[src/rtl/spi_bist_pkg.sv]
// Shared definitions for the spi_phy BIST engine: FSM states, failure codes
// and the per-width LFSR feedback tap masks.
package spi_bist_pkg;

  typedef enum logic [3:0] {
    ST_IDLE   = 4'd0,
    ST_W_IDLE = 4'd1,
    ST_WRITE  = 4'd2,
    ST_W_BSY  = 4'd3,
    ST_W_RDY  = 4'd4,
    ST_READ   = 4'd5,
    ST_CHECK  = 4'd6,
    ST_DONE   = 4'd7,
    ST_FAIL   = 4'd8
  } state_e;

  localparam logic [1:0] FAIL_NONE = 2'd0;
  localparam logic [1:0] FAIL_DATA = 2'd1;
  localparam logic [1:0] FAIL_BSY  = 2'd2;
  localparam logic [1:0] FAIL_RDY  = 2'd3;

  // Tap positions (bit set = tap) XOR-ed into the new bit0
  function automatic logic [31:0] lfsr_taps(input int width);
    logic [31:0] taps;
    case (width)
      8:       taps = 32'h0000_00B8;
      16:      taps = 32'h0000_D008;
      32:      taps = 32'h8020_0003;
      default: taps = 32'h0000_00B8;
    endcase
    return taps;
  endfunction

endpackage

[src/rtl/lfsr_gen.sv]
// Fibonacci shift-left LFSR producing the BIST word sequence; load restores SEED,
// step advances one position.
module lfsr_gen
  import spi_bist_pkg::*;
#(
  parameter int               WIDTH = 8,
  parameter logic [WIDTH-1:0] SEED  = WIDTH'(8'h9B)
) (
  input  logic             i_clk,
  input  logic             i_rst,
  input  logic             i_load,
  input  logic             i_step,
  output logic [WIDTH-1:0] o_value
);

  localparam logic [31:0]      TAPS_FULL = lfsr_taps(WIDTH);
  localparam logic [WIDTH-1:0] TAPS      = TAPS_FULL[WIDTH-1:0];

  logic [WIDTH-1:0] value_r;
  logic             feedback_s;

  assign feedback_s = ^(value_r & TAPS);
  assign o_value    = value_r;

  // LFSR state register: load has priority over step
  always_ff @(posedge i_clk) begin
    if (i_rst) begin
      value_r <= SEED;
    end else if (i_load) begin
      value_r <= SEED;
    end else if (i_step) begin
      value_r <= {value_r[WIDTH-2:0], feedback_s};
    end else begin
      value_r <= value_r;
    end
  end

endmodule

[src/rtl/spi_phy_bist.sv]
// BIST engine for spi_phy: writes COUNT LFSR words through the parallel handshake
// and checks each looped-back word, reporting the first failure.
module spi_phy_bist
  import spi_bist_pkg::*;
#(
  parameter int               WIDTH   = 8,
  parameter int               COUNT   = 16,
  parameter logic [WIDTH-1:0] SEED    = WIDTH'(8'h9B),
  parameter bit               INVERT  = 1'b1,
  parameter int               TIMEOUT = 255
) (
  input  logic             i_clk,
  input  logic             i_rst,
  input  logic             i_run,
  output logic             o_running,
  output logic             o_done,
  output logic             o_passed,
  output logic [1:0]       o_fail_code,
  output logic [7:0]       o_fail_idx,
  output logic [WIDTH-1:0] o_fail_data,
  output logic             o_wr,
  output logic [WIDTH-1:0] o_wdata,
  input  logic             i_bsy,
  input  logic             i_rdy,
  input  logic [WIDTH-1:0] i_rdata,
  output logic             o_rd
);

  localparam logic [7:0] LAST_IDX = 8'(COUNT - 1);
  localparam logic [8:0] TMO_LAST = 9'(TIMEOUT - 1);

  state_e           state_r, state_next_s;
  logic [8:0]       timer_r;
  logic [7:0]       idx_r;
  logic [WIDTH-1:0] exp_r, rdata_r, lfsr_s;
  logic             timeout_s, start_s, fail_enter_s, lfsr_step_s;
  logic [1:0]       fail_cause_s;

  logic             running_r, done_r, passed_r, wr_r, rd_r;
  logic [1:0]       fail_code_r;
  logic [7:0]       fail_idx_r;
  logic [WIDTH-1:0] fail_data_r, wdata_r;
  logic             running_next_s, done_next_s, passed_next_s, wr_next_s, rd_next_s;
  logic [1:0]       fail_code_next_s;
  logic [7:0]       fail_idx_next_s;
  logic [WIDTH-1:0] fail_data_next_s, wdata_next_s;

  lfsr_gen #(.WIDTH(WIDTH), .SEED(SEED)) u_lfsr (
    .i_clk   (i_clk),
    .i_rst   (i_rst),
    .i_load  (start_s),
    .i_step  (lfsr_step_s),
    .o_value (lfsr_s)
  );

  assign timeout_s = (timer_r == TMO_LAST);

  // State, datapath and registered outputs
  always_ff @(posedge i_clk) begin
    if (i_rst) begin
      state_r     <= ST_IDLE;
      timer_r     <= 9'd0;
      idx_r       <= 8'd0;
      exp_r       <= '0;
      rdata_r     <= '0;
      running_r   <= 1'b0;
      done_r      <= 1'b0;
      passed_r    <= 1'b1;
      fail_code_r <= FAIL_NONE;
      fail_idx_r  <= 8'd0;
      fail_data_r <= '0;
      wr_r        <= 1'b0;
      wdata_r     <= '0;
      rd_r        <= 1'b0;
    end else begin
      state_r     <= state_next_s;
      timer_r     <= (state_next_s != state_r) ? 9'd0 :
                     ((state_r == ST_W_IDLE) || (state_r == ST_W_BSY) || (state_r == ST_W_RDY))
                       ? timer_r + 9'd1 : timer_r;
      idx_r       <= start_s ? 8'd0 : (lfsr_step_s ? idx_r + 8'd1 : idx_r);
      exp_r       <= (state_next_s == ST_WRITE) ? (INVERT ? ~lfsr_s : lfsr_s) : exp_r;
      rdata_r     <= (state_r == ST_READ) ? i_rdata : rdata_r;
      running_r   <= running_next_s;
      done_r      <= done_next_s;
      passed_r    <= passed_next_s;
      fail_code_r <= fail_code_next_s;
      fail_idx_r  <= fail_idx_next_s;
      fail_data_r <= fail_data_next_s;
      wr_r        <= wr_next_s;
      wdata_r     <= wdata_next_s;
      rd_r        <= rd_next_s;
    end
  end

  // Next-state logic; a low i_run aborts any running state
  always_comb begin
    state_next_s = state_r;
    fail_cause_s = FAIL_NONE;
    case (state_r)
      ST_IDLE: begin
        if (i_run) state_next_s = ST_W_IDLE;
        else       state_next_s = ST_IDLE;
      end
      ST_W_IDLE: begin
        if (!i_run)         state_next_s = ST_IDLE;
        else if (!i_bsy)    state_next_s = ST_WRITE;
        else if (timeout_s) begin
          state_next_s = ST_FAIL;
          fail_cause_s = FAIL_BSY;
        end else            state_next_s = ST_W_IDLE;
      end
      ST_WRITE: begin
        if (!i_run) state_next_s = ST_IDLE;
        else        state_next_s = ST_W_BSY;
      end
      ST_W_BSY: begin
        if (!i_run)         state_next_s = ST_IDLE;
        else if (i_bsy)     state_next_s = ST_W_RDY;
        else if (timeout_s) begin
          state_next_s = ST_FAIL;
          fail_cause_s = FAIL_BSY;
        end else            state_next_s = ST_W_BSY;
      end
      ST_W_RDY: begin
        if (!i_run)         state_next_s = ST_IDLE;
        else if (i_rdy)     state_next_s = ST_READ;
        else if (timeout_s) begin
          state_next_s = ST_FAIL;
          fail_cause_s = FAIL_RDY;
        end else            state_next_s = ST_W_RDY;
      end
      ST_READ: begin
        if (!i_run) state_next_s = ST_IDLE;
        else        state_next_s = ST_CHECK;
      end
      ST_CHECK: begin
        if (!i_run)                   state_next_s = ST_IDLE;
        else if (rdata_r != exp_r) begin
          state_next_s = ST_FAIL;
          fail_cause_s = FAIL_DATA;
        end else if (idx_r == LAST_IDX) state_next_s = ST_DONE;
        else                          state_next_s = ST_W_IDLE;
      end
      ST_DONE, ST_FAIL: begin
        if (!i_run) state_next_s = ST_IDLE;
        else        state_next_s = state_r;
      end
      default: state_next_s = ST_IDLE;
    endcase
  end

  // Next values of the registered outputs, decoded from the next state
  always_comb begin
    start_s          = (state_r == ST_IDLE) && (state_next_s == ST_W_IDLE);
    fail_enter_s     = (state_next_s == ST_FAIL) && (state_r != ST_FAIL);
    lfsr_step_s      = (state_r == ST_CHECK) && (state_next_s == ST_W_IDLE);
    running_next_s   = (state_next_s != ST_IDLE) && (state_next_s != ST_DONE) &&
                       (state_next_s != ST_FAIL);
    done_next_s      = (state_next_s == ST_DONE) || (state_next_s == ST_FAIL);
    wr_next_s        = (state_next_s == ST_WRITE);
    rd_next_s        = (state_next_s == ST_READ);
    wdata_next_s     = (state_next_s == ST_WRITE) ? lfsr_s : wdata_r;
    passed_next_s    = passed_r;
    fail_code_next_s = fail_code_r;
    fail_idx_next_s  = fail_idx_r;
    fail_data_next_s = fail_data_r;
    if (start_s) begin
      passed_next_s    = 1'b1;
      fail_code_next_s = FAIL_NONE;
      fail_idx_next_s  = 8'd0;
      fail_data_next_s = '0;
    end else if (fail_enter_s) begin
      passed_next_s    = 1'b0;
      fail_code_next_s = fail_cause_s;
      fail_idx_next_s  = idx_r;
      fail_data_next_s = (fail_cause_s == FAIL_DATA) ? rdata_r : '0;
    end else begin
      passed_next_s    = passed_r;
    end
  end

  assign o_running   = running_r;
  assign o_done      = done_r;
  assign o_passed    = passed_r;
  assign o_fail_code = fail_code_r;
  assign o_fail_idx  = fail_idx_r;
  assign o_fail_data = fail_data_r;
  assign o_wr        = wr_r;
  assign o_wdata     = wdata_r;
  assign o_rd        = rd_r;

endmodule

[config.mk]
export PLATFORM = sky130hd
export DESIGN_NAME = spi_phy_bist
export DESIGN_NICKNAME = d
export VERILOG_FILES = /design/src/rtl/spi_bist_pkg.sv /design/src/rtl/lfsr_gen.sv /design/src/rtl/spi_phy_bist.sv
export SDC_FILE = /design/constraint.sdc
export NUM_CORES = 1
export LEC_CHECK = 0
export CAP_MARGIN = 20
export CORE_ASPECT_RATIO = 1.2
export CORE_MARGIN = 5
export CORE_UTILIZATION = 40
export DETAILED_ROUTE_END_ITERATION = 6
export PLACE_DENSITY = 0.66
export SETUP_SLACK_MARGIN = 0.05
export SLEW_MARGIN = 40
export SYNTH_ARGS = -nofsm -noshare
export SYNTH_HDL_FRONTEND = slang
export SYNTH_SLANG_ARGS = --single-unit
export TNS_END_PERCENT = 30
[constraint.sdc]
create_clock -name i_clk -period 1.99 [get_ports i_clk]
set_input_delay 0.4975 -clock i_clk [delete_from_list [all_inputs] [get_ports i_clk]]
set_output_delay 0.4975 -clock i_clk [all_outputs]
set_load 0.02 [all_outputs]
* Word-level counts from Yosys, hierarchy flattened *
Cells that the tools add are included.

word-level totals
  register bits = 76
  input bits = 13
  output and inout port bits = 31
  logic and storage cells = 82

operators by class
  add/sub/neg operators = 2
  equal/unequal tests = 21
  mux-type cells = 29
  bitwise operators = 1
  reduce and logical (&&, ||, !) cells = 14

operator list
  cell                 number
  $mux 4               12
  $pmux 4 s8           1
  $eq 4x3->1 const B   6
  $mux 2               9
  $eq 4x2->1 const B   3
  $add 9x1->9 const B  1
  $eq 9x8->1 const B   1
  $add 8x1->8 const B  1
  $eq 4x1->1 const B   2
  $eq 4x4->1 const B   2
  $eq 8x4->1 const B   1
  $mux 8               1
  $ne 4x4->1 const B   2
  $ne 8x8->1           1
  $not 8->8            1
  $pmux 2 s4           1
  $reduce_xor 8->1     1
  $mux 3               2
  $reduce_or 2->1      3
  $logic_and 1x1->1    5
  $logic_not 4->1      1
  $ne 4x3->1 const B   1
  $ne 4x4->1           1
  $reduce_bool 4->1    1
  other kinds (3)      7

* Depth between registers and ports, before layout *
Gate-level depths: netlist (run 1).

  depth in word-level cells = 8
  gate-level depth with buffers = 10

* Hierarchy *
Synthesis (run 1) repeated with hierarchy kept, for this count alone.

second synthesis, totals
  cell total of the unflattened synthesis = 392
  area total of the unflattened synthesis = 3517.1 µm²

by module, submodules not included
  module        times used  cells an instance  area each (µm²)
  spi_phy_bist  1           363                3206.8
  lfsr_gen      1           29                 310.3

* Worst setup path after synthesis (run 1) *
No wires, ideal clock.

  path type = reg-to-reg
  start point = reg timer_r[0]
  end point = reg timer_r[1]
  setup time = 0.092 ns
  arrival = 1.781 ns
  slack = 0.117 ns
  cell stages (with the launch flop) = 9
  clock period less this slack = 1.873 ns
  cells stage by stage = dfxtp_1 > inv_1 > ha_1 > nand4b_1 > or2_2 > a41oi_2 > a2111oi_4 > o22ai_2 > nor4_1

on the way
  word-level cells in the longest chain between the ends = 7

RTL lines
  what                              RTL line                                                       RTL
  start: declaration                spi_phy_bist.sv:33                                             logic [8:0] timer_r;
  start signal: assignment          spi_phy_bist.sv:77                                             timer_r <= (state_next_s != state_r) ? 9'd0 :
  $eq 9x8->1                        spi_phy_bist.sv:56                                             assign timeout_s = (timer_r == TMO_LAST);
  $mux 4 (on tied branches)         spi_phy_bist.sv:119, spi_phy_bist.sv:107, spi_phy_bist.sv:127
  $mux 4 (on tied branches)         spi_phy_bist.sv:118, spi_phy_bist.sv:106, spi_phy_bist.sv:126
  $mux 4 (on tied branches)         spi_phy_bist.sv:117, spi_phy_bist.sv:105, spi_phy_bist.sv:125
  $pmux 4 s8                        spi_phy_bist.sv:99                                             case (state_r)
  $ne 4x4->1                        spi_phy_bist.sv:77
  $reduce_or 2->1 (no source line)  -

Several ways; a longest one is shown, not always the timed one.
A chain may end at the register's enable or synchronous reset.

* Final worst setup path (run 1) *
  start point = in i_rdy
  end point = reg fail_data_r[7] (netlist: o_fail_data[7])

on the way
  word-level cells in the longest chain between the ends = 6

RTL lines
  what                              RTL line             RTL
  start: declaration                spi_phy_bist.sv:24   input logic i_rdy,
  $mux 4                            spi_phy_bist.sv:126  else if (i_rdy) state_next_s = ST_READ;
  $mux 4                            spi_phy_bist.sv:125  if (!i_run) state_next_s = ST_IDLE;
  $pmux 4 s8                        spi_phy_bist.sv:99
  $eq 4x1->1                        spi_phy_bist.sv:154  start_s = (state_r == ST_IDLE) && (state_next_s == ST_W_IDLE);
  $logic_and 1x1->1                 spi_phy_bist.sv:154
  $reduce_or 2->1 (no source line)  -
  end signal: assignment            spi_phy_bist.sv:88   fail_data_r <= fail_data_next_s;
  end: declaration                  spi_phy_bist.sv:42   logic [WIDTH-1:0] fail_data_r, wdata_r;

Several ways; a longest one is shown, not always the timed one.

==> results of run 1 <==
[tightest hold or removal path: stages (launching register included)]
cell,delay [ns]
sky130_fd_sc_hd__dfxtp_1,0.32
sky130_fd_sc_hd__nand2_1,0.05
sky130_fd_sc_hd__nand2_1,0.04
[per-layer routing]
| metal | up-vias | GRT usage (%) | routed length, µm |
|---|---|---|---|
| met5 | - | 0 | 0 |
| met3 | 13 | 4.684 | 314 |
| met1 | 1440 | 18.91 | 3546 |
| met2 | 48 | 32.35 | 4784 |
| li1 | 1480 | - | - |
| met4 | 0 | 5.470 | 123 |
[layout make-up]
class / instances / area (µm²) / share of cell area (%)
multi-input cells: 261 / 1992 / 39.82
flip-flops and latches: 76 / 1535 / 30.69
repair buffers: 120 / 1140 / 22.79
well taps: 114 / 142.6 / 2.851
clock buffers: 10 / 137.6 / 2.751
clock inverters: 6 / 40.04 / 0.8004
inverters: 4 / 15.01 / 0.3001
[cells by family (layout without fill, tap and decap cells)]
kind of cell / after synthesis / after routing / share of synthesized area (%)
AND/OR/NAND/NOR: 153 / 153 / 23.09
flip-flops: 76 / 76 / 45.29
AO/OA/AOI/OAI: 53 / 53 / 11.84
XOR/XNOR: 27 / 27 / 7.263
multiplexers: 25 / 25 / 7.449
buffers and inverters: 25 / 140 / 3.948
adder cells (fa/ha/maj): 3 / 3 / 1.117
[synthesized netlist by cell type (2+ instances only)]
master                      instances  area, µm²
sky130_fd_sc_hd__o21bai_1           2      15.01
sky130_fd_sc_hd__nand4_1            9      56.30
sky130_fd_sc_hd__and3_1             4      25.02
sky130_fd_sc_hd__nor2_1            66      247.7
sky130_fd_sc_hd__nand3_1           14      70.07
sky130_fd_sc_hd__nor4_2             2      25.02
sky130_fd_sc_hd__xor2_1            18      157.7
sky130_fd_sc_hd__a21oi_1           20      100.1
sky130_fd_sc_hd__a22oi_1            8      60.06
sky130_fd_sc_hd__a31oi_1            2      12.51
sky130_fd_sc_hd__inv_1              4      15.01
sky130_fd_sc_hd__mux2i_1           25      250.2
sky130_fd_sc_hd__nor4_1            10      62.56
sky130_fd_sc_hd__dfxtp_1           76       1521
sky130_fd_sc_hd__nand2_1           20      75.07
sky130_fd_sc_hd__nand4bb_1          2      22.52
sky130_fd_sc_hd__o21ai_1            3      15.01
sky130_fd_sc_hd__o21ai_0            2      10.01
sky130_fd_sc_hd__and2_1             4      25.02
sky130_fd_sc_hd__buf_4              3      22.52
sky130_fd_sc_hd__clkbuf_1          11      41.29
sky130_fd_sc_hd__buf_2              4      20.02
sky130_fd_sc_hd__xnor2_1            8      70.07
sky130_fd_sc_hd__nor3_1             3      15.01
sky130_fd_sc_hd__buf_6              3      33.78
sky130_fd_sc_hd__and4_1             2      17.52
sky130_fd_sc_hd__o21ba_1            2      20.02
sky130_fd_sc_hd__nand2b_1           4      25.02
sky130_fd_sc_hd__ha_1               3      37.54
[power breakdown]
part	total [mW]	switching [mW]	internal (mW)
sequential	1.54	0.0106	1.53
combinational	0.245	0.127	0.117
clock	1.04	0.559	0.481
[what timing repair did]
item,CTS,global route
hold endpoints to repair,0,0
resized for setup,47,29
setup buffers,11,2
hold buffers,0,0
cloned,4,1
pin swaps,17,19
setup endpoints to repair,47,43
[state kept, by name, summed over array words and instances, names as in the netlist, 2 cells and up]
name / cells
o_fail_idx: 8
o_fail_code: 2
idx_r: 8
rdata_r: 8
timer_r: 9
u_lfsr.o_value: 8
o_fail_data: 8
exp_r: 8
o_wdata: 8
state_r: 4
[worst max path at each step]
stage	startpoint	to	slack (ns)	cells after the start
global placement	i_run	timer_r[5]	-0.47	8
detailed placement	i_run	timer_r[6]	-0.65	8
CTS	state_r[1]	o_fail_data[7]	-0.07	9
finish	i_rdy	o_fail_data[7]	-0.02	10
global route	timer_r[5]	timer_r[5]	-0.10	9
floorplan	timer_r[0]	timer_r[1]	0.12	8
[through the flow]
stage / setup TNS (ns) / power (mW) / hold slack [ns] / instance area [µm²]
floorplan: 0 / 1.684 / 0.4623 / 3359
global placement: -19.75 / 1.781 / 0.4349 / 4327
detailed placement: -22.08 / 1.784 / 0.4363 / 4327
CTS: -0.7370 / 2.842 / 0.4536 / 4891
global route: -1.353 / 2.950 / 0.4727 / 5002
finish: -0.1042 / 2.826 / 0.4482 / 5002
==> flow_results.org, run 1 <==
** Synth
- Counting flops and latches in the post-synthesis netlist gives 76.
- Synthesis produced 362 cells.
- Proportion of synthesized chip area in sequential cells :: 45.29%
- Synthesized area per cell :: 9.280 µm²
- In this run, synthesis inferred 0 flip-flops with an integrated enable.
- The number of nets in the synthesized netlist is 378.
- Post-synth ARST share :: 0%
- Post-synth design cell area :: 3359 µm²
- Synthesis instantiated 57 different standard cells from the library.
- Among all flip-flop cells after synthesis, the most frequent one is sky130_fd_sc_hd__dfxtp_1.
- Yosys warnings :: 0

** Finish
- Leading cell types in the layout, fill and taps excluded :: 67 x sky130_fd_sc_hd__dfxtp_1, 65 x sky130_fd_sc_hd__nor2_1, 58 x sky130_fd_sc_hd__buf_4
- Share of final-layout standard cells stronger than drive strength 1 :: 33.12%
- Antenna fix cells :: 0
- Net count reported at finish :: 488
- Syn-to-layout area delta :: 48.90%
- Share of the core filled with cells in the final layout :: 61.36%
- Number of fillers in the final layout :: 691
- Excluding fillers, the count of instances in the completed layout stands at 591.
- The library cell used most frequently in the layout, excluding fill and tap cells, is sky130_fd_sc_hd__dfxtp_1.

** Critical path
- Count of buffering cells on the critical path with inverters included :: 4
- In this design, the stage delay of the slowest critical-path cell is 0.49 ns.
- Worst R2R Start :: state_r[1]
- Worst path arrival time :: 2.25 ns
- Startpoint type of the worst setup path :: input pin
- Number of cells on the worst reg-to-reg path :: 9
- The critical path is of the in -> reg type.
- Critical path endpoint category :: flop
- In this design, the largest share of critical-path delay is due to buffers and inverters.
- In this run the worst path has a maximum fanout of 5.
- Walking the worst path, the cells encountered are dlygate4sd2_1 > or4_4 > o21ai_2 > o211a_4 > buf_6 > o21bai_4 > buf_12 > buf_16 > a22oi_2 > nor2_1.
- End of the worst register-to-register path :: o_fail_data[7]
- Reg2Reg Setup Slack :: -0.01 ns
- Required time worst endpoint :: 2.23 ns
- Highest-delay cell along the critical path :: sky130_fd_sc_hd__or4_4

** GRT
- Global route overflow :: 0
- Vias in the first global route :: 3037
- The initial antenna violation count came to 0.
- Wire length of the first global-routing pass :: 14050 µm
- Largest net degree at the start of global routing :: 30
- Total routing resource utilization after global routing :: 17.28%

** Placement
- During placement, the flow inserted port buffers numbering 43.
- Once placement completed, the tool counted placed cells totaling 559.
- Detailed placement finished with a half-perimeter wire length of 5908 µm.
- The congestion estimate from routability-driven global placement came to 0.8982.
- Prior to clock tree synthesis, the placed netlist has a worst setup slack of -0.6506 ns.

** Timing
- Fin. Hold Viols :: 0
- Unrepaired setup endpoints after global routing :: true
- Measured against its own limit, the worst slew margin works out to 60.48%.
- Post-route clock skew :: 0.008010 ns
- Derived from the worst setup path, the maximum achievable clock frequency is 0.4969 GHz.
- Shortest clock period the worst path allows after layout :: 2.012 ns
- Slew at the pin with the worst max-slew slack :: 0.5914 ns
- The number of slew-limit violations in the final report came to 0.
- Setup violations remaining at the end of the flow were counted as 9.
- The worst path uses 101.1% of the clock period.
- After layout, the worst setup slack is -0.02240 ns.

** Floorplan
- The die covers 10340 µm².
- Chip height :: 110.4 µm
- Row cnt :: 36
- After floorplanning, the core was sized to cover 8153 µm².
- Starting density of the core :: 41.21%
- Die Width :: 93.66 µm
- Ports :: 44

** Clocking
- The H-tree was split into 3 levels.
- Clk Latency, worst-skew pair :: 0.35 ns
- Counting the buffers created by CTS gives 9.
- Worst-case clock buffer depth :: 2
- TritonCTS clock tree :: done
- After clock tree synthesis, the clock-pin slew on the worst setup and hold paths is 0.07 ns.
- The cell sitting at the root of the clock tree is a sky130_fd_sc_hd__clkbuf_8.
- The clock drives 76 sinks.

** Drt
- In this run, the number of DRC markers left after iteration 0 of detailed routing was 101.
- Summed over all layers, the routed wires come to 8768 µm.
- The count of nets left with antenna violations once routing finished came out at 0.
- The first detailed-routing pass ran for 4 iterations.
- The routed layout has 2981 vias.
- Average detailed-routed wire length per instance :: 14.84 µm
- In the routed design, unresolved DRC markers number 0.
- Dividing the detail-routed via count by the number of cells gives 5.044.

** Run status
- The run finished, with violations left.
- The final reports fail on negative setup slack.

** Hold path
- Type of the most critical hold path :: reg -> reg
- The path with the worst hold slack has its endpoint at o_passed.
- Along the worst hold path, the cell count comes to 2.
- Hold path startpoint :: o_passed

** Power and ir drop
- Power spread over the standard cell area amounts to 565.0 nW/µm².
- For this design the static power due to leakage is 2.037 nW.
- Worst ir drop on vdd :: 0.4778 mV

** Job
- Max-capacitance violation count :: 0
Power figures use the tool's default switching activity.
==> run 2: changes to the inputs <==
- CORE_UTILIZATION: 40 -> 33
- PLACE_DENSITY: 0.66 -> 0.57
==> run 2 against run 1 <==
The flow still finishes with violations (negative setup slack). Critical endpoint is now timer_r[0]. Highest routed layer unchanged. Via count is 0.44% higher. Sequential power hardly changed. Non-clock buffer count is 5 lower. Global-route usage is 2.7 points lower. Sequential cell count stayed put. Largest power group is now the clock network. Critical path depth is 1 lower. Clock skew is 0.0021 ns lower. Register-to-register slack worse by 0.04 ns.
==> flow_results.org, run 2 (synthesis gave the netlist of run 1 again) <==
** Clocking
- In this run the deepest clock path goes through 2 buffers.
- Total number of H-tree levels :: 3
- In this run the clock root is driven by a sky130_fd_sc_hd__clkbuf_16.
- TritonCTS clock tree :: done
- Clock-pin slew on the worst setup and hold paths :: 0.06 ns
- TritonCTS sink count :: 76
- TritonCTS buffer count :: 9
- The later pin in the worst-skew pair is clocked with a latency of 0.33 ns.

** Power and ir drop
- Net Sw Frac :: 20.91%
- Of the total power, combinational logic draws 7.4%.
- In this run the power density over the cells is 695.8 nW/µm².
- Sw Pwr :: 754.4 µW
- Clk network pwr share :: 49.8%
- LEAKAGE :: 2.127 nW
- Of the total power, registers draw 42.7%.
- Worst ir drop on vdd :: 0.6775 mV
- The internal portion of the total power is 2.854 mW.

** Drt
- Dividing the detail-routed wire length by the instance count gives 15.20 µm.
- Before antenna repair, the detailed router went through 4 iterations.
- In the routed design, unresolved DRC markers number 0.
- The routed design has 9104 µm of wire.
- In this run, the number of DRC markers left after iteration 0 of detailed routing was 123.
- For this block, the via count after detailed routing is 2994.
- Routed Antenna Nets :: 0
- Dividing the detail-routed via count by the number of cells gives 4.998.

** Timing
- On the final layout, the worst hold slack is 0.4550 ns.
- Worst Slack Setup Final :: -0.04658 ns
- The worst path in the final design needs a cycle of 2.037 ns, including I/O delays and setup.
- F_max :: 0.4910 GHz
- Slew at the pin with the worst max-slew slack :: 0.6284 ns
- Fin crit share :: 102.3%
- Post-route clock skew :: 0.005948 ns
- Final-report setup violation count :: 12
- The number of slew-limit violations in the final report came to 0.
- Setup repair after global routing could not meet its margin everywhere.
- Fin. Hold Viols :: 0
- Worst slew slack as a fraction of its limit :: 58.01%

** Critical path
- STA puts the critical path data arrival time at 2.22 ns.
- Critical path endpoint category :: flop
- Required time worst endpoint :: 2.18 ns
- Startpoint type of the worst setup path :: flop
- CP Max Fanout :: 5
- Reg2Reg Setup Slack :: -0.05 ns
- The critical path in this run is classified as reg -> reg.

** Hold path
- Type of the most critical hold path :: reg -> reg

** Floorplan
- The die is 120.5 µm tall.
- Starting density of the core :: 33.56%
- After floorplanning, the core was divided into 40 placement rows.
- Ports :: 44
- The die covers 12310 µm².
- The die is 102.1 µm wide.
- Total core area :: 10010 µm²

** Finish
- Register ranked first by flip-flop count :: timer_r
- Syn-to-layout area delta :: 54.34%
- Cells with a size suffix above 1 make up 34.04% of the layout.
- Net count reported at finish :: 484
- Commonest non-fill, non-tap cell in the layout :: sky130_fd_sc_hd__nor2_1
- The number of antenna diodes in the final layout is 0.
- Leaving out fill and tap cells, the most frequent cells in the layout are 64 x sky130_fd_sc_hd__nor2_1, 58 x sky130_fd_sc_hd__dfxtp_1, 55 x sky130_fd_sc_hd__buf_4.
- Number of flip-flops in the largest register :: 9
- Share of the core filled with cells in the final layout :: 51.80%
- The filler cells instantiated in the layout total 910.

** GRT
- Total routing resource utilization after global routing :: 14.56%
- Global route overflow :: 0
- The initial antenna violation count is 0.
- Entering global routing, the biggest net connects 24 pins.
- The number of global-route vias before repair is 2923.
- Wire length of the first global-routing pass :: 14120 µm

** Run status
- The checks that failed: negative setup slack.
- Outcome :: complete, but fails checks

** Placement
- Detailed placement finished with a half-perimeter wire length of 6003 µm.
- Buffers on Ports :: 43
- At the end of routability-driven placement, the weighted congestion stood at 0.8244.

** Job
- Across the run, the number of max-cap violations was 0.
-- run 2: worst paths after layout --
kind	start	to	cells past startpoint
worst min register to register	o_passed	o_passed	2
worst max-delay path	timer_r[5]	timer_r[0]	9
worst max register to register	timer_r[5]	timer_r[0]	9
worst min-delay path	o_passed	o_passed	2
-- run 2: repair_timing --
| action | 4_1_cts | 5_1_grt |
|---|---|---|
| buffers inserted | 2 | 9 |
| resized for setup | 31 | 67 |
| pin swaps | 16 | 33 |
| cloned | 2 | 1 |
| hold buffers | 0 | 0 |
| setup endpoints to repair | 46 | 45 |
-- run 2: area by class of cell --
cell class              instances  area, µm²  area share (%)
multi-input cells             262       2049           39.53
flip-flops and latches         76       1551           29.92
clock buffers                  12      266.5           5.140
repair buffers                115       1075           20.73
inverters                       4      15.01          0.2896
well taps                     126      157.7           3.041
clock inverters                 4      70.07           1.351
-- run 2: critical path: stages (launching register included) --
cell                      delay (ns)
sky130_fd_sc_hd__dfxtp_1        0.38
sky130_fd_sc_hd__nand4_1        0.21
sky130_fd_sc_hd__buf_4          0.21
sky130_fd_sc_hd__nor3_4         0.17
sky130_fd_sc_hd__buf_6          0.14
sky130_fd_sc_hd__o22a_1         0.20
sky130_fd_sc_hd__a21oi_4        0.08
sky130_fd_sc_hd__buf_4          0.14
sky130_fd_sc_hd__o22ai_4        0.28
sky130_fd_sc_hd__nor4_4         0.08
-- run 2: power groups by stage --
| stage | Clock, mW | Combinational [mW] | Sequential [mW] |
|---|---|---|---|
| 2_1_floorplan | 0 | 0.103 | 1.58 |
| 3_3_place_gp | 0 | 0.206 | 1.58 |
| 3_5_place_dp | 0 | 0.209 | 1.58 |
| 4_1_cts | 1.83 | 0.237 | 1.54 |
| 5_1_grt | 1.90 | 0.287 | 1.54 |
| 6_report | 1.80 | 0.268 | 1.54 |
-- run 2: per-layer routing --
layer / vias up / wire (µm) / global-route usage [%]
li1: 1494 / - / -
met1: 1433 / 3819 / 17.36
met2: 51 / 4809 / 25.20
met3: 16 / 239 / 3.405
met4: 0 / 235 / 5.168
met5: - / 0 / 0
-- run 2: through the flow --
stage | total power [mW] | instances | setup WS, ns | area (µm²) | setup TNS, ns
floorplan | 1.684 | 362 | 0.1166 | 3359 | 0
finish | 3.608 | 599 | -0.04658 | 5185 | -0.2335
global route | 3.731 | 599 | -0.1374 | 5185 | -2.383
global placement | 1.781 | 570 | -0.5327 | 4322 | -23.94
CTS | 3.614 | 590 | -0.03880 | 4821 | -0.3655
detailed placement | 1.784 | 570 | -0.5981 | 4322 | -24.39
==> run 3: changes to the inputs <==
- PLACE_DENSITY: 0.57 -> default
==> run 3 against run 2 <==
Via count is 0.94% higher. Design area decreased by 1.0%. Global-route usage increased by 0.28 points. Total power fell by 7.7%. Core utilization decreased by 0.54 points. The flow now finishes without violations. Sequential cell count unchanged. Clock power fell by 15%. Hold slack improved by 0.018 ns. Combinational power decreased by 5%. Clock skew hardly changed. Clock-buffer cell count is 3 higher. Sequential share of layout area rose by 0.17 points.
==> flow_results.org, run 3 (synthesis gave the netlist of run 1 again) <==
** Critical path
- Count of buffering cells on the critical path with inverters included :: 2
- For the worst setup path, the data arrival time is 2.22 ns.
- The worst setup path is of the reg -> reg kind.
- CP Max Fanout :: 5
- For this run, the slowest stage of the critical path takes 0.46 ns.
- STA classifies the critical path startpoint as a flop.
- The kind of cell with the highest combined delay along the critical path is compound AO/OA/AOI/OAI gates.
- The largest individual stage delay along the critical path comes from the cell sky130_fd_sc_hd__a2111oi_4.
- The worst setup path is captured at a flop.
- For the worst setup path, the data required time is 2.23 ns.
- Walking the worst path, the cells encountered are buf_4 > buf_4 > and3_4 > o21ba_4 > a2111oi_4 > o22ai_2 > nor4_1.
- The cell that appears most often on the critical path is sky130_fd_sc_hd__buf_4.

** Floorplan
- Starting density of the core :: 33.56%
- The floorplan has 40 rows.
- Die Width :: 102.1 µm
- Ports :: 44
- Total core area :: 10010 µm²
- In this run the vertical extent of the chip is 120.5 µm.
- Die area :: 12310 µm²

** Drt
- The detail route stage leaves a number of antenna-violating nets equal to 0.
- The final layout contains routed wiring with a total length of 9159 µm.
- After the first detailed-routing iteration, the DRC count stood at 122.
- The first detailed-routing pass ran for 4 iterations.
- After detailed routing, the number of vias per cell comes to 4.979.
- Via total after detailed routing :: 3022
- In the final routed layout, each cell accounts on average for 15.09 µm.
- For this run, design rule violations remaining after detail routing come to 0.

** Placement
- Last weighted congestion value of the routability-driven placer :: 0.8587
- DP Worst Slack :: -0.6190 ns
- Buffers on Ports :: 43
- HPWL reported at the end of detailed placement :: 6066 µm
- Summing all placed instances gives a cell area of 4347 µm².

** Clocking
- The H-tree generated during clock tree synthesis spans 3 levels.
- TritonCTS built the clock tree.
- Clk root buf :: sky130_fd_sc_hd__clkbuf_16
- The clock passes through at most 2 buffers.
- Clock-pin slew was measured on the worst setup and hold paths at 0.06 ns.
- Total of hold buffers inserted after clock tree synthesis :: 0
- Counting the buffers created by CTS gives 9.
- CTS saw 76 sinks.
- The clock reaches the later pin of the worst-skew pair after 0.33 ns.

** Timing
- Slew Viols, Final :: 0
- The final critical path takes up 99.83% of the cycle.
- Post-route clock skew :: 0.005846 ns
- The number of hold violations in the final report came to 0.
- Setup repair after global routing could not meet its margin everywhere.
- Setup violations remaining at the end of the flow were counted as 0.
- Worst slew slack as a fraction of its limit :: 66.93%
- Shortest clock period the worst path allows after layout :: 1.987 ns
- Across all hold checks on the routed design, the worst slack comes to 0.4728 ns.
- Slew at the pin with the worst max-slew slack :: 0.4961 ns
- Worst Slack Setup Final :: 0.003446 ns
- Derived from the worst setup path, the maximum achievable clock frequency is 0.5034 GHz.

** Power and ir drop
- In this run the static leakage power is 2.101 nW.
- Final Power :: 3.331 mW
- VDD sags by at most 0.4581 mV.
- Power spread over the standard cell area amounts to 649.1 nW/µm².

** Finish
- Number of fillers in the final layout :: 943
- Share of the core filled with cells in the final layout :: 51.26%
- The register with the most flip-flops in the layout has 9 of them.
- Share of final-layout standard cells stronger than drive strength 1 :: 34.30%
- The finished cells cover 5131 µm².
- Syn-to-layout area delta :: 52.74%
- The library cells used most frequently in the layout, excluding fill and tap cells, are 69 x sky130_fd_sc_hd__buf_4, 63 x sky130_fd_sc_hd__nor2_1, 62 x sky130_fd_sc_hd__dfxtp_1.
- Net count reported at finish :: 492
- Commonest non-fill, non-tap cell in the layout :: sky130_fd_sc_hd__buf_4
- Antenna fix cells :: 0
- Register ranked first by flip-flop count :: timer_r

** GRT
- Entering global routing, the biggest net connects 24 pins.
- The first global-routing pass estimated 14230 µm of wire.
- Global routing finished with a remaining overflow of 0.
- Across every metal layer, demand over resource in global routing totals 14.84%.
- Vias in the first global route :: 2994
- Antenna violations before repair :: 0

** Run status
- The run finished with clean final reports.

** Job
- Across the run, the number of max-cap violations was 0.

** Hold path
- Type of the most critical hold path :: reg -> reg
==> run 3: cell types whose count changed in the layout (fill, tap and decap cells not counted), sizes merged <==
cell and change:
clkbuf +3, clkdlybuf4s15 +1, clkinv -1, buf +8, bufinv -2, dlymetal6s2s -1
==> run 3: final timing paths <==
| kind | end | slack (ns) | startpoint | cells after the start |
|---|---|---|---|---|
| min | o_fail_code[1] | 0.47 | o_fail_code[1] | 2 |
| min reg2reg | o_fail_code[1] | 0.47 | o_fail_code[1] | 2 |
| max | timer_r[4] | 0.003 | state_r[0] | 7 |
| max reg2reg | timer_r[4] | 0.003 | state_r[0] | 7 |
==> run 3: through the flow <==
stage	std cells	setup TNS [ns]
floorplan	362	0
global placement	575	-23.15
detailed placement	575	-23.70
CTS	601	-0.1149
global route	607	-1.203
finish	607	0
==> run 3: where the power goes <==
| group | leakage (nW) | internal (mW) | total, mW | switching, mW |
|---|---|---|---|---|
| Sequential | 0.621 | 1.53 | 1.54 | 0.00878 |
| Clock | 0.140 | 0.946 | 1.53 | 0.589 |
| Combinational | 1.34 | 0.122 | 0.255 | 0.133 |
==> run 3: final cells by class <==
type	instances	area [µm²]	area share (%)
tap	126	157.7	3.072
clock inverter	1	5.005	0.09754
timing repair buffer	123	1139	22.19
multi-input combinational	262	1993	38.84
sequential	76	1544	30.09
inverter	4	15.01	0.2926
clock buffer	15	277.8	5.413
==> run 3: worst min-delay path: stages, from the launching register on <==
cell                       delay (ns)
sky130_fd_sc_hd__dfxtp_1         0.31
sky130_fd_sc_hd__inv_1           0.06
sky130_fd_sc_hd__a211oi_2        0.06
==> run 3: per-layer routing <==
layer,routed length (µm),track usage [%],vias to the layer above
li1,-,-,1506
met1,3943,17.38,1450
met2,4726,24.92,56
met3,325,4.097,10
met4,164,6.645,0
met5,0,0,-
==> run 3: repair_timing <==
item                       in CTS  in global routing
resized for setup              54                 28
setup endpoints to repair      47                 34
cloned                          4                  1
pin swaps                      24                 23
buffers inserted                6                  6
